==> config.mk <==
export PLATFORM = sky130hd
export DESIGN_NAME = aes_key_expand_seq
export DESIGN_NICKNAME = d
export VERILOG_FILES = /design/src/rtl/aes_key_expand_seq.sv
export SDC_FILE = /design/constraint.sdc
export NUM_CORES = 2
export LEC_CHECK = 0
export BUFFER_PORTS_ARGS = -buffer_cell sky130_fd_sc_hd__buf_4
export CAP_MARGIN = 10
export CELL_PAD_IN_SITES_DETAIL_PLACEMENT = 1
export CELL_PAD_IN_SITES_GLOBAL_PLACEMENT = 2
export CORE_AREA = 2 2 782 784
export DETAILED_ROUTE_END_ITERATION = 6
export DIE_AREA = 0 0 784 786
export PLACE_DENSITY_LB_ADDON = 0.05
export REMOVE_ABC_BUFFERS = 1
export SETUP_SLACK_MARGIN = 0.3
export SYNTH_ARGS = -nofsm -noshare
export SYNTH_HDL_FRONTEND = slang
export SYNTH_SLANG_ARGS = --single-unit
==> constraint.sdc <==
create_clock -name clk -period 10.1 [get_ports clk]
set_input_delay 1.515 -clock clk [delete_from_list [all_inputs] [get_ports clk]]
set_output_delay 1.515 -clock clk [all_outputs]
set_load 0.005 [all_outputs]
==> src/rtl/aes_key_expand_seq.sv <==
`default_nettype none
// ============================================================================
// Module   : aes_key_expand_seq
// Function : Sequential AES key-schedule engine. It stores one expanded word
//            per clock into the flat round-key bus that the round datapath
//            indexes. Parameters select AES-128/192/256.
// Option   : KEXP_ROUND_STREAM_EN - when defined, each 128-bit round key is
//            also emitted on rk_valid/rk_index/rk_data as soon as it completes.
// Revision : 1.0 - initial release
// ============================================================================
module aes_key_expand_seq #(
    parameter int NK = 6,   // key length in 32-bit words (4, 6 or 8)
    parameter int NR = 12,  // number of rounds (10, 12 or 14)
    parameter int NB = 4    // state columns, fixed at 4
) (
    input  logic                  clk,
    input  logic                  rst_n,
    input  logic                  start,
    input  logic [32*NK-1:0]      key_in,
    output logic                  busy,
    output logic                  done,
    output logic                  exp_key_valid,
    output logic [128*(NR+1)-1:0] exp_key,
    output logic                  rk_valid,
    output logic [3:0]            rk_index,
    output logic [127:0]          rk_data
);

    // Total schedule words and the width of the word counter.
    localparam int NW = NB * (NR + 1);
    localparam int IW = $clog2(NW);

    // AES forward S-box. Byte b sits at bit offset (255-b)*8, i.e. entry 0
    // occupies the MSBs, so the row layout matches the usual printed table.
    localparam logic [2047:0] SBOX = {
        128'h637c777bf26b6fc53001672bfed7ab76,
        128'hca82c97dfa5947f0add4a2af9ca472c0,
        128'hb7fd9326363ff7cc34a5e5f171d83115,
        128'h04c723c31896059a071280e2eb27b275,
        128'h09832c1a1b6e5aa0523bd6b329e32f84,
        128'h53d100ed20fcb15b6acbbe394a4c58cf,
        128'hd0efaafb434d338545f9027f503c9fa8,
        128'h51a3408f929d38f5bcb6da2110fff3d2,
        128'hcd0c13ec5f974417c4a77e3d645d1973,
        128'h60814fdc222a908846eeb814de5e0bdb,
        128'he0323a0a4906245cc2d3ac629195e479,
        128'he7c8376d8dd54ea96c56f4ea657aae08,
        128'hba78252e1ca6b4c6e8dd741f4bbd8b8a,
        128'h703eb5664803f60e613557b986c11d9e,
        128'he1f8981169d98e949b1e87e9ce5528df,
        128'h8ca1890dbfe6426841992d0fb054bb16
    };

    typedef enum logic [1:0] {
        IDLE   = 2'd0,
        EXPAND = 2'd1,
        FIN    = 2'd2
    } state_t;

    // Only the three standard key/round pairings are supported.
    if (!(((NK == 4) && (NR == 10)) ||
          ((NK == 6) && (NR == 12)) ||
          ((NK == 8) && (NR == 14))) || (NB != 4)) begin : g_param_check
        $error("aes_key_expand_seq: unsupported NK/NR/NB combination");
    end

    // ------------------------------------------------------------------------
    // Helper functions
    // ------------------------------------------------------------------------
    // {~b, 3'b000} equals (255-b)*8, the bit offset of entry b.
    function automatic logic [7:0] sbox_byte(input logic [7:0] b);
        return SBOX[{~b, 3'b000} +: 8];
    endfunction

    function automatic logic [31:0] sub_word(input logic [31:0] w);
        return {sbox_byte(w[31:24]), sbox_byte(w[23:16]),
                sbox_byte(w[15:8]),  sbox_byte(w[7:0])};
    endfunction

    function automatic logic [7:0] xtime(input logic [7:0] b);
        return {b[6:0], 1'b0} ^ (b[7] ? 8'h1b : 8'h00);
    endfunction

    // ------------------------------------------------------------------------
    // State
    // ------------------------------------------------------------------------
    state_t        state_q, state_d;
    logic [IW-1:0] i_q, i_d;        // index of the word stored at the next edge
    logic [2:0]    j_q, j_d;        // i mod NK, kept as a wrapping counter
    logic [7:0]    rcon_q, rcon_d;
    logic          valid_q, valid_d;
    // Sliding window of the last NK words: win[0] = w[i-NK], win[NK-1] = w[i-1].
    // Keeping it separate avoids two variable-index reads of the big bus.
    logic [31:0]   win_q [NK];
    logic [31:0]   win_d [NK];
    logic [31:0]   w_q   [NW];
    logic [31:0]   w_d   [NW];
    logic [31:0]   temp;
    logic [31:0]   w_new;

    // Next schedule word from the window (S-box path is purely combinational).
    always_comb begin
        temp = win_q[NK-1];
        if (j_q == 3'd0) begin
            temp = sub_word({win_q[NK-1][23:0], win_q[NK-1][31:24]})
                   ^ {rcon_q, 24'h000000};
        end else if ((NK > 6) && (j_q == 3'd4)) begin
            temp = sub_word(win_q[NK-1]);
        end
        w_new = win_q[0] ^ temp;
    end

    // Next-state and datapath update for IDLE -> EXPAND -> FIN -> IDLE.
    always_comb begin
        state_d = state_q;
        i_d     = i_q;
        j_d     = j_q;
        rcon_d  = rcon_q;
        valid_d = valid_q;
        win_d   = win_q;
        w_d     = w_q;
        case (state_q)
            IDLE: begin
                if (start) begin
                    for (int k = 0; k < NK; k++) begin
                        win_d[k] = key_in[32*(NK-1-k) +: 32];
                        w_d[k]   = key_in[32*(NK-1-k) +: 32];
                    end
                    i_d     = IW'(NK);
                    j_d     = 3'd0;
                    rcon_d  = 8'h01;
                    valid_d = 1'b0;
                    state_d = EXPAND;
                end
            end
            EXPAND: begin
                w_d[i_q] = w_new;
                for (int k = 0; k < NK - 1; k++) begin
                    win_d[k] = win_q[k+1];
                end
                win_d[NK-1] = w_new;
                i_d = i_q + 1'b1;
                j_d = (j_q == 3'(NK - 1)) ? 3'd0 : j_q + 3'd1;
                if (j_q == 3'd0) begin
                    rcon_d = xtime(rcon_q);
                end
                if (i_q == IW'(NW - 1)) begin
                    valid_d = 1'b1;
                    state_d = FIN;
                end
            end
            FIN: begin
                state_d = IDLE;
            end
            default: begin
                state_d = IDLE;
            end
        endcase
    end

    // State register; async reset aborts any expansion in progress.
    always_ff @(posedge clk or negedge rst_n) begin
        if (!rst_n) begin
            state_q <= IDLE;
            i_q     <= '0;
            j_q     <= '0;
            rcon_q  <= 8'h01;
            valid_q <= 1'b0;
            for (int k = 0; k < NK; k++) begin
                win_q[k] <= '0;
            end
            for (int k = 0; k < NW; k++) begin
                w_q[k] <= '0;
            end
        end else begin
            state_q <= state_d;
            i_q     <= i_d;
            j_q     <= j_d;
            rcon_q  <= rcon_d;
            valid_q <= valid_d;
            win_q   <= win_d;
            w_q     <= w_d;
        end
    end

    assign busy          = (state_q == EXPAND);
    assign done          = (state_q == FIN);
    assign exp_key_valid = valid_q;

    // Word w[i] lands MSB-first: w[0] at the top of the bus.
    for (genvar g = 0; g < NW; g++) begin : g_pack
        assign exp_key[32*(NW-1-g) +: 32] = w_q[g];
    end

`ifdef KEXP_ROUND_STREAM_EN
    logic         rk_valid_q, rk_valid_d;
    logic [3:0]   rk_index_q, rk_index_d;
    logic [127:0] rk_data_q,  rk_data_d;

    // Emit a round key whenever its fourth word becomes known.
    always_comb begin
        rk_valid_d = 1'b0;
        rk_index_d = rk_index_q;
        rk_data_d  = rk_data_q;
        if ((state_q == IDLE) && start) begin
            rk_valid_d = 1'b1;
            rk_index_d = 4'd0;
            rk_data_d  = key_in[32*NK-1 -: 128];
        end else if (state_q == EXPAND) begin
            if ((NK > 7) && (i_q == IW'(NK))) begin
                // AES-256 round 1 is all key material; the window still
                // holds it untouched on the first expand edge.
                rk_valid_d = 1'b1;
                rk_index_d = 4'd1;
                rk_data_d  = {win_q[NK-4], win_q[NK-3], win_q[NK-2], win_q[NK-1]};
            end else if (i_q[1:0] == 2'b11) begin
                rk_valid_d = 1'b1;
                rk_index_d = 4'(i_q >> 2);
                rk_data_d  = {win_q[NK-3], win_q[NK-2], win_q[NK-1], w_new};
            end
        end
    end

    // Round-key stream registers.
    always_ff @(posedge clk or negedge rst_n) begin
        if (!rst_n) begin
            rk_valid_q <= 1'b0;
            rk_index_q <= 4'd0;
            rk_data_q  <= '0;
        end else begin
            rk_valid_q <= rk_valid_d;
            rk_index_q <= rk_index_d;
            rk_data_q  <= rk_data_d;
        end
    end

    assign rk_valid = rk_valid_q;
    assign rk_index = rk_index_q;
    assign rk_data  = rk_data_q;
`else
    assign rk_valid = 1'b0;
    assign rk_index = 4'd0;
    assign rk_data  = '0;
`endif

endmodule
`default_nettype wire

# == Word level (Yosys, flattened, before mapping) ==
# Cells that the tools add are included.
# classes
reduce_logical,8
add_sub_neg,2
magnitude_cmp,2
bitwise,8
eq_ne,7
shift,4
mux,22
# ops
op,n
"2048-bit by 12-bit variable part select with 8-bit output, first input constant",4
1664-bit bitwise mux,1
192-bit case mux with 2 select lines,2
32-bit demux with 6-bit select,1
192-bit two-way mux,1
32-bit two-way mux,2
32-bit bitwise XOR,2
8-bit inverter,4
8-bit two-way mux,2
8-bit case mux with 2 select lines,1
6-bit case mux with 2 select lines,1
8-bit by 5-bit bitwise XOR with 8-bit output,1
"7-bit >= comparator, second input constant",1
"7-bit by 1-bit < comparator with 1-bit output, second input constant",1
6-bit inverter with 7-bit output,1
"6-bit by 1-bit adder with 6-bit output, second input constant",1
"6-bit equality test, second input constant",1
3-bit two-way mux,2
6-bit two-way mux,1
3-bit case mux with 2 select lines,1
3-bit AND reduction,2
5-bit two-way mux,1
2-bit two-way mux,2
"2-bit by 1-bit inequality test with 1-bit output, second input constant",2
13 further kinds,15
# totals
reg_bits,1876
in_bits,195
out_inout_bits,1800
elab_cells,116

# == Logic depth before layout (Yosys ltp) ==
# logic_depth
ltp_word,7
depth_mapped,16
ltp_nobuf,11

# == Worst setup path before layout ==
# Ideal clock, no wire load.
# synth_timing
path_kind,register to register
startpoint,reg win_q[9] (netlist bit)
endpoint,"reg w_q, in the netlist exp_key[1557]"
setup_time_ns,0.136
t_arrival_ns,3.930
required_time_ns,9.964
stages_incl_launch_ff,15
synth_period_minus_slack_ns,4.066
n_path_buf,5
setup_slack_ns,6.034
cell_sequence,dfrtp_1 > clkbuf_1 > clkbuf_1 > inv_1 > ha_1 > buf_2 > nand2b_1 > clkbuf_1 > o21ai_0 > mux4_2 > mux4_2 > o21a_1 > xor2_1 > clkbuf_1 > o211ai_1
# synth_via
elab_chain_cells,7
# synth_rtl
item,line,text
from (decl),94,logic [31:0] win_q [NK];
from (signal assigned),181,win_q <= win_d;
8-bit inverter,72,"return SBOX[{~b, 3'b000} +: 8];"
2048-bit by 12-bit variable part select with 8-bit output,72,
32-bit bitwise XOR,106,"^ {rcon_q, 24'h000000};"
32-bit two-way mux,104,if (j_q == 3'd0) begin
32-bit bitwise XOR,110,w_new = win_q[0] ^ temp;
1664-bit bitwise mux,137,w_d[i_q] = w_new;
192-bit case mux with 2 select lines,122,case (state_q)
to (signal assigned),182,w_q <= w_d;
to (decl),96,logic [31:0] w_q [NW];
# Every way passes these cells.
# A chain may end at the register's enable or synchronous reset.

# == Worst setup path in the final report ==
# layout_timing
startpoint,reg win_q[0] (netlist bit)
endpoint,"reg w_q, in the netlist exp_key[622]"
# layout_via
elab_chain_cells,6
# layout_rtl
item,line
8-bit inverter,72
2048-bit by 12-bit variable part select with 8-bit output,72
32-bit bitwise XOR,106
32-bit two-way mux,104
32-bit bitwise XOR,110
1664-bit bitwise mux,137
# Every way passes these cells.

==> results.ini <==
[cts]
root_buffer = clkbuf_16
cts_resized = 0
clockBufferDepth = 4
htreeDepth = 5
cts_tree = yes
numCtsBuffers = 283
clk_latency_ns = 1.00
cts_hold_buf = 0
cts_sinks = 1876
postCtsSetupBuffers = 0
cts.clk_slew.worst_paths_ns = 0.06

[synthesis]
synth_edf_count = 0
ys.warnings.count = 0
synthFlopType = dfrtp_1
synthArstFlopShare = 1.00
yosys.area.top_type = dfrtp_1
synth.area.mux_share = 0.0143
synth_seq_cells = 1876
yosysMostFrequentCell = nand2_1
synthTopCellsByCount = nand2_1, dfrtp_1, o21ai_0
synth-xor-area-share = 0.00514
ys_top_cells_by_area = dfrtp_1, o21ai_0, nand2_1
synth_top_family_by_area = compound AO/OA/AOI/OAI gates
syn_area_mm2 = 0.0825
synth_compound_area_frac = 0.202
synth_cells = 8818
yosysSeqAreaShare = 0.569
synth_top_area_share = 0.569
avgSynthCellArea_um2 = 9.35
yosysUniqueCellTypes = 87
synthSimpleGateAreaFrac = 0.145
synth_adder_area_share = 0.00865

[critical_path]
path_class = reg2reg
startpoint_type = register
cp-startpoint = win_q[0]$_DFFE_PN0P_
crit_required_ns = 10.88
rrSetupSlack_ns = 3.60
cp-endpoint = exp_key[622]$_DFFE_PN0P_
arrival_ns = 7.28
endpoint_kind = register
r2r-start = win_q[0]$_DFFE_PN0P_
r2r_cells = 13
r2r_end = exp_key[622]$_DFFE_PN0P_
critPathMaxFanout = 40

[global_route]
grt_use_total = 0.216
grt_pass1_wl_mm = 891
grt-ovfl-total = 0
grt_start_max_net_pins = 143
grt_antenna_before_repair = 80
grt_pass1_vias = 80700

[power]
p_leak_nw = 51.8
p_per_area_mw_per_mm2 = 480
ir_drop_uv = 539

[timing]
clock_skew_ns = 0.0937
tightest_slew_ns = 1.19
finalHoldViolCount = 0
grt_setup_unrepaired = no
finalSetupViolCount = 0
tns_ns = 0
max_clock_freq_ghz = 0.154
finalCritPeriodShare = 0.644
timing.slew.headroom = 0.210
slew_viol_final = 0
fin_crit_ns = 6.50

[placement]
place.gp.congestion = 0.824
port_buffers = 1861
dp_hpwl_mm = 501
placed_area_mm2 = 0.106

[drt]
vias_per_cell = 4.09
drt-total-wl_mm = 688
drt.antenna.violating_nets = 0
wl_per_cell_um = 36.8
dr_total_vias = 76500
drt_iter0_drc = 4800
drc_errors = 0
drt-pass1-iter-count = 6

[floorplan]
die_w_um = 784
die-area_mm2 = 0.616
num_io_pins = 1995
start_util = 0.136
core_mm2 = 0.609
fp-row-count = 287
die_y_um = 786

[job]
cap_viol_max_count = 0

[hold_path]
min_path_type = in2async

[run_status]
outcome = complete, no violations

[finish]
drive_above_1_share = 0.259
fillCellCount = 70200
final_nets = 10600
area_delta_synth_final_pct = 39.2
stdcell_area_mm2 = 0.115

-- worst min-delay path by stage --
stage | startpoint | to | slack [ns] | cells past startpoint
after floorplan | win_q[139]$_DFFE_PN0P_ | win_q[139]$_DFFE_PN0P_ | 0.45 | 2
after global placement | exp_key[282]$_DFFE_PN0P_ | exp_key[282]$_DFFE_PN0P_ | 0.46 | 2
after detailed placement | exp_key[1183]$_DFFE_PN0P_ | exp_key[1183]$_DFFE_PN0P_ | 0.47 | 2
after CTS | rst_n | exp_key[812]$_DFFE_PN0P_ | 0.38 | 1
after global routing | rst_n | exp_key[803]$_DFFE_PN0P_ | 0.40 | 1
final | rst_n | exp_key[812]$_DFFE_PN0P_ | 0.38 | 1
-- flip-flops by register name, indices dropped and copies added, names as in the netlist --
name,cells
exp_key,1664
exp_key_valid,1
i_q,6
j_q,3
rcon_q,8
state_q,2
win_q,192
-- per-stage QoR --
stage,hold slack [ns],power [mW],instances,utilization,worst slack (ns)
after floorplan,0.450,22.3,7966,-,0.173
after detailed placement,0.471,46.6,18200,0.174,3.29
after CTS,0.384,57.1,18700,0.188,3.19
after global placement,0.464,46.6,18200,0.173,3.25
after global routing,0.397,58.3,18700,0.188,3.15
final,0.383,55.1,18700,0.189,3.60
-- logic make-up after synthesis --
family / count (synthesis)
mux: 65
flops: 1876
simple gates: 2919
xor+xnor: 45
fa+ha+maj: 57
buf+inv: 1027
compound gates: 2828
other cells: 1
-- cells in the final DEF (no fill, tap or decap), drive strengths merged, types with 45 or more instances in the layout --
| cell type | count |
|---|---|
| a21oi | 204 |
| a22oi | 177 |
| a31oi | 65 |
| buf | 2117 |
| clkbuf | 430 |
| conb | 133 |
| dfrtp | 1875 |
| diode | 45 |
| ha | 57 |
| inv | 49 |
| nand2 | 2249 |
| nand2b | 80 |
| nand3 | 118 |
| nor2 | 185 |
| nor2b | 58 |
| nor3 | 81 |
| o211ai | 163 |
| o21ai | 1757 |
| o221ai | 69 |
| o311ai | 66 |
-- power breakdown --
part	internal [mW]	total, mW	switching (mW)
Combinational	8.47	31.6	23.2
Sequential	10.9	13.4	2.56
Clock	5.85	10.0	4.18
Total	25.2	55.1	29.9
-- final cells by class --
cell class,count,area (um2),area share
multi-input cells,6047,32200,0.281
diodes,45,113,0.000981
flip-flops and latches,1876,47000,0.409
well taps,8092,10100,0.0882
clock buffers,430,8310,0.0724
repair buffers,2117,16200,0.141
inverters,43,169,0.00147
clock inverters,55,717,0.00624
-- layer usage --
| layer | routed length [um] | up-vias | part of all wire | global-route usage |
|---|---|---|---|---|
| met3 | 49100 | 547 | 0.071 | 0.0627 |
| met4 | 19700 | 10 | 0.029 | 0.0525 |
| met5 | 51 | - | 0.000074 | 0 |
| met2 | 351000 | 2367 | 0.51 | 0.390 |
| li1 | - | 33400 | - | - |
| met1 | 269000 | 40200 | 0.39 | 0.249 |
-- worst max-delay path, stage by stage, from the launching register on --
cell       delay, ns
dfrtp_1         0.89
inv_1           0.42
ha_1            0.57
nand2b_1        0.64
nor2_1          0.22
a2111oi_0       0.68
o21ai_0         0.25
a21oi_1         0.18
a31oi_1         0.11
o311ai_1        0.52
xnor2_2         0.30
buf_4           0.38
buf_4           0.71
o21ai_0         0.23
Power figures use the tool's default switching activity.
